<file path="src/rtl/snn_layer_seq.sv">
// snn_layer_seq
// Sequencer for one fully-connected SNN layer. For each output neuron it
// clears the shared MAC, streams N_IN input/weight address pairs (one per
// cycle), waits two back-porch cycles for the memory read, MAC and LUT
// pipeline to settle, then writes the activated result to the destination
// RAM at the neuron index.
//
// Ports:
//   clk       system clock
//   rst_n     asynchronous active-low reset
//   start     begin a layer (sampled only while idle)
//   busy      high whenever the sequencer is not idle
//   done      one-cycle pulse after the last neuron is written
//   in_addr   input-unit RAM read address
//   wt_addr   weight ROM read address
//   mac_clr   synchronous MAC accumulator clear
//   mac_en    MAC accumulate enable (operands valid this cycle)
//   out_addr  destination RAM write address (= neuron index)
//   out_we    destination RAM write enable
module snn_layer_seq #(
    parameter int N_IN   = 784,
    parameter int N_OUT  = 32,
    parameter int IN_AW  = 10,
    parameter int W_AW   = 15,
    parameter int OUT_AW = 5
) (
    input  logic              clk,
    input  logic              rst_n,
    input  logic              start,
    output logic              busy,
    output logic              done,
    output logic [IN_AW-1:0]  in_addr,
    output logic [W_AW-1:0]   wt_addr,
    output logic              mac_clr,
    output logic              mac_en,
    output logic [OUT_AW-1:0] out_addr,
    output logic              out_we
);

    typedef enum logic [2:0] {
        S_IDLE,
        S_CLR,
        S_ACCUM,
        S_BP1,
        S_BP2,
        S_WRITE,
        S_DONE
    } state_t;

    localparam logic [IN_AW-1:0]  K_LAST = IN_AW'(N_IN - 1);
    localparam logic [OUT_AW-1:0] N_LAST = OUT_AW'(N_OUT - 1);

    state_t state;
    state_t state_nxt;

    // in_addr doubles as the input counter k, out_addr as the neuron
    // counter n and wt_addr as the running weight counter w.

    always_comb begin
        state_nxt = state;
        mac_clr   = 1'b0;
        out_we    = 1'b0;
        done      = 1'b0;
        busy      = (state != S_IDLE);
        case (state)
            S_IDLE:  if (start) state_nxt = S_CLR;
            S_CLR: begin
                mac_clr   = 1'b1;
                state_nxt = S_ACCUM;
            end
            S_ACCUM: if (in_addr == K_LAST) state_nxt = S_BP1;
            S_BP1:   state_nxt = S_BP2;
            S_BP2:   state_nxt = S_WRITE;
            S_WRITE: begin
                out_we    = 1'b1;
                state_nxt = (out_addr == N_LAST) ? S_DONE : S_CLR;
            end
            S_DONE: begin
                done      = 1'b1;
                state_nxt = S_IDLE;
            end
            default: state_nxt = S_IDLE;
        endcase
    end

    always_ff @(posedge clk or negedge rst_n) begin
        if (!rst_n) begin
            state    <= S_IDLE;
            mac_en   <= 1'b0;
            in_addr  <= '0;
            wt_addr  <= '0;
            out_addr <= '0;
        end else begin
            state  <= state_nxt;
            // Operands reach the MAC one cycle after their addresses.
            mac_en <= (state == S_ACCUM);
            case (state)
                S_IDLE: if (start) out_addr <= '0;
                S_CLR: begin
                    in_addr <= '0;
                    // First neuron restarts the weight stream; later neurons
                    // continue from the held last address of the previous one.
                    wt_addr <= (out_addr == '0) ? '0 : wt_addr + 1'b1;
                end
                S_ACCUM: begin
                    if (state_nxt == S_ACCUM) begin
                        in_addr <= in_addr + 1'b1;
                        wt_addr <= wt_addr + 1'b1;
                    end
                end
                S_WRITE: if (out_addr != N_LAST) out_addr <= out_addr + 1'b1;
                default: ;
            endcase
        end
    end

endmodule

</file>
<file path="config.mk">
export PLATFORM = sky130hd
export DESIGN_NAME = snn_layer_seq
export DESIGN_NICKNAME = d
export VERILOG_FILES = /design/src/rtl/snn_layer_seq.sv
export SDC_FILE = /design/constraint.sdc
export NUM_CORES = 1
export LEC_CHECK = 0
export CORE_ASPECT_RATIO = 1.25
export CORE_MARGIN = 1.5
export CORE_UTILIZATION = 56
export CTS_BUF_LIST = sky130_fd_sc_hd__clkbuf_16
export DETAILED_ROUTE_END_ITERATION = 8
export PLACE_DENSITY = 0.88
export SLEW_MARGIN = 30
export SYNTH_ARGS = -nofsm -noshare
export SYNTH_HDL_FRONTEND = slang
export SYNTH_SLANG_ARGS = --single-unit
</file>
<file path="constraint.sdc">
create_clock -name clk -period 3.5 [get_ports clk]
set_input_delay 0.875 -clock clk [delete_from_list [all_inputs] [get_ports clk]]
set_output_delay 0.875 -clock clk [all_outputs]
set_load 0.02 [all_outputs]
</file>
==> results.md <==
* Number of global-route vias before repair at 1,722
* Peak VDD IR at between 0.0004 and 0.0005 V
* Pwr Density at 320.6 nW/um^2
* CTS Buf Count at 5
* Placed Cells at roughly 270
* Clk slew on worst S/H paths at roughly 50 ps
* Pre-CTS WS at between 800 and 900 ps
* Slew margin rel. at approximately 50%
* Final WL at about 4600 um
* EDFF count, synth at 0
* CP endpoint kind: primary output
* XOR/XNOR Fraction of Synth Area at between 1 and 1.5%
* Finish-stage setup viols at 0
* Adder-Cell Fraction of Synth Area at 3.054%
* Max Clock Skew at ~6.1 ps
* Mapped Avg Cell Area at between 10 and 15 sq um
* Max Cap Viol at 0
* Layout area overhead at 24.43%
* Maximum number of pins on one net before global-route repair at 35
* CP bufs+invs at 2
* Worst-Skew Late Latency at approximately 270 ps
* Die width at between 50 and 60 um
* Startpoint Class: register
* Fin cells at 280
* WHS at a little over 500 ps
* Full die area at just over 4000 sq um
* Critical-path cell list: nor2_2 > nand2_4 > inv_2 > clkdlybuf4s50_1
* Delay-heaviest family, CP: buffers and inverters
* CP peak stage delay at around 660 ps
* Main combinational cell family by area after synthesis: simple AND/OR/NAND/NOR gates
* Initial Util at 58.80%
* Clock group share of total power at ~50%
* Compound-Gate Fraction of Synth Area at between 20% and 30%
* Post-Synthesis Cells at around 200
* Share of post-route cells with drive strength above 1 at a little under a tenth
* Post-Syn Area at around 2000 sq um
* Inserted Diodes at 0
* Sum Neg Setup Slack at 0 ps
* H-tree lvl count at 2
* Count of final hold-check violations at 0
* Clock buffer depth at 2
* Unrepaired setup endpoints after global routing: no
* DRT Pass-1 Iters at 4
* Grt total ovfl at 0
* Post-Synth Simple-Gate Area at approximately 26%
* Reg2reg setup slack at ~1300 ps
* Antenna-violating nets left at 0
* CP Class: reg -> out
* Core Region at around 3500 sq um
* Int Power at 654.9 uW
* Fmax at 0.3427 GHz
* Via count at 1,801
* CTS tree: yes
* P_sw at approximately 160 uW
* First-pass GRT wire length at 8024 um
* # DRC at 0
* Lkg Pwr at roughly 1.0 nW
* Mux contribution to synthesized area at under 10%
* Status: complete, no violations
* Finished Core Util at about three quarters
* Mapped Nets at 211
* Final worst-path cycle share at between 80% and 90%
* Crit path time final at roughly 2900 ps
* Row count at 24
* Post-CTS Resized at 0
* IO Pins at 38
* FILL cells at roughly 270
* CTS sink count at 34
* Total GRT Usage at about 25%
* DP HPWL at 3240 um
* Slew Viols, Final at 0
* Synth async-reset ratio at 100.0%
* Per-cell routed wire length at 16.39 um
* Drt first-iter violations at between 100 and 150
* Worst-path fanout max at 18
* Initial antenna violation count at 0
* Data required, critical path at around 2600 ps
* Via density at 6.432
* PortBufs at 37
* Sw Share at 19.84%
* Flop pwr share at between 40% and 50%
* Finished Cell Area at 2549 sq um
* RD Place Congestion at 0.9155
* Combinational Power Share at 1.6%
* Root buf cell: clkbuf_16
* Final worst slack at slightly below 600 ps
* Post-synth cell types at 58
* Min-Delay Path Class: reg -> reg
* Setup bufs post-CTS at 0
* Die H at between 70 and 80 um
* Worst EP arrival at between 2000 and 2500 ps
* Post-synthesis register bit count at 34
* Placed cell areas at approximately 2400 sq um
* Slew @ Worst Pin at 736.6 ps
* Slowest CP cell: clkdlybuf4s50_1
* Synth Flop Type: dfrtp_1
* # nets final at 248
* Synth warnings at 0
* Power Total at 817.1 uW
* CTS hold repair buffers at 0
* Sequential area share after synthesis at 41.54%
-- layout by cell type (no fill, tap or decap), types with 4 or more instances in the layout --
cell type	count
ha_1	5
o21ai_1	4
nand2_1	18
a21oi_1	6
clkdlybuf4s50_1	37
nand4_1	9
and3_1	4
inv_1	7
o31ai_1	7
o22ai_1	6
clkbuf_16	5
nand3_1	14
dfrtp_1	34
nand2b_1	5
nor2_1	9
-- cell families after synthesis --
group | count (synthesis)
adders and majority gates | 5
xor gates and xnor gates | 3
muxes | 4
AOI/OAI and AO/OA | 53
buffers and inverters | 16
DFF | 34
and+or+nand+nor | 88
-- path summary, 6_finish.rpt --
check	startpoint	endpoint	cells past startpoint
hold / removal	wt_addr[14]	wt_addr[14]	1
max in group asynchronous	rst_n	state[0]	2
setup / recovery	state[2]	mac_clr	4
hold reg to reg	wt_addr[14]	wt_addr[14]	1
setup reg to reg	in_addr[4]	wt_addr[8]	4
min in group asynchronous	rst_n	in_addr[3]	2
-- worst reg2reg max path, stage by stage (launching register included) --
cell and delay (ps):
dfrtp_1 450, or4_4 630, o31ai_4 680, a22oi_1 220, o22ai_2 170
-- synthesized netlist by cell type, types with 4 or more instances --
cell type  instances  share of area [%]
nor2_1             9                1.6
ha_1               5                3.1
nand4_1            9                2.7
and3_1             4                1.2
inv_1              6                1.1
nand2_1           18                3.3
nand3_1           14                3.4
o31ai_1            7                2.6
dfrtp_1           34                 42
nand2b_1           5                1.5
a21oi_1            6                1.5
buf_6              4                2.2
o22ai_1            6                1.8
o21ai_1            4               0.98
-- power groups by stage --
stage	clock network [mW]	logic [mW]	registers, mW
detailed placement	0	0.0140	0.402
finish	0.409	0.0132	0.395
floorplan	0	0.000943	0.402
CTS	0.416	0.0142	0.395
global placement	0	0.0141	0.402
global route	0.430	0.0155	0.395
-- layout make-up --
type                            count  area, sq um  share of cell area (%)
Timing Repair Buffer               38        377.9                   14.83
Sequential cell                    34        850.8                   33.38
Clock buffer                        5        125.1                   4.909
Multi-Input combinational cell    153         1091                   42.81
Inverter                            8        42.54                   1.669
Clock inverter                      3        12.51                  0.4909
Tap cell                           39        48.80                   1.915
-- state kept, by name (all words and copies together), names as in the netlist --
name	flops
wt_addr	15
in_addr	10
out_addr	5
state	3
mac_en	1
-- metal layers --
metal	global-route usage, %	share of wire [%]
met4	9.044	1.4
met1	33.25	44
met5	0	0
met2	41.51	51
met3	2.742	3.8
No activity file was read; power rests on OpenSTA's default activity.
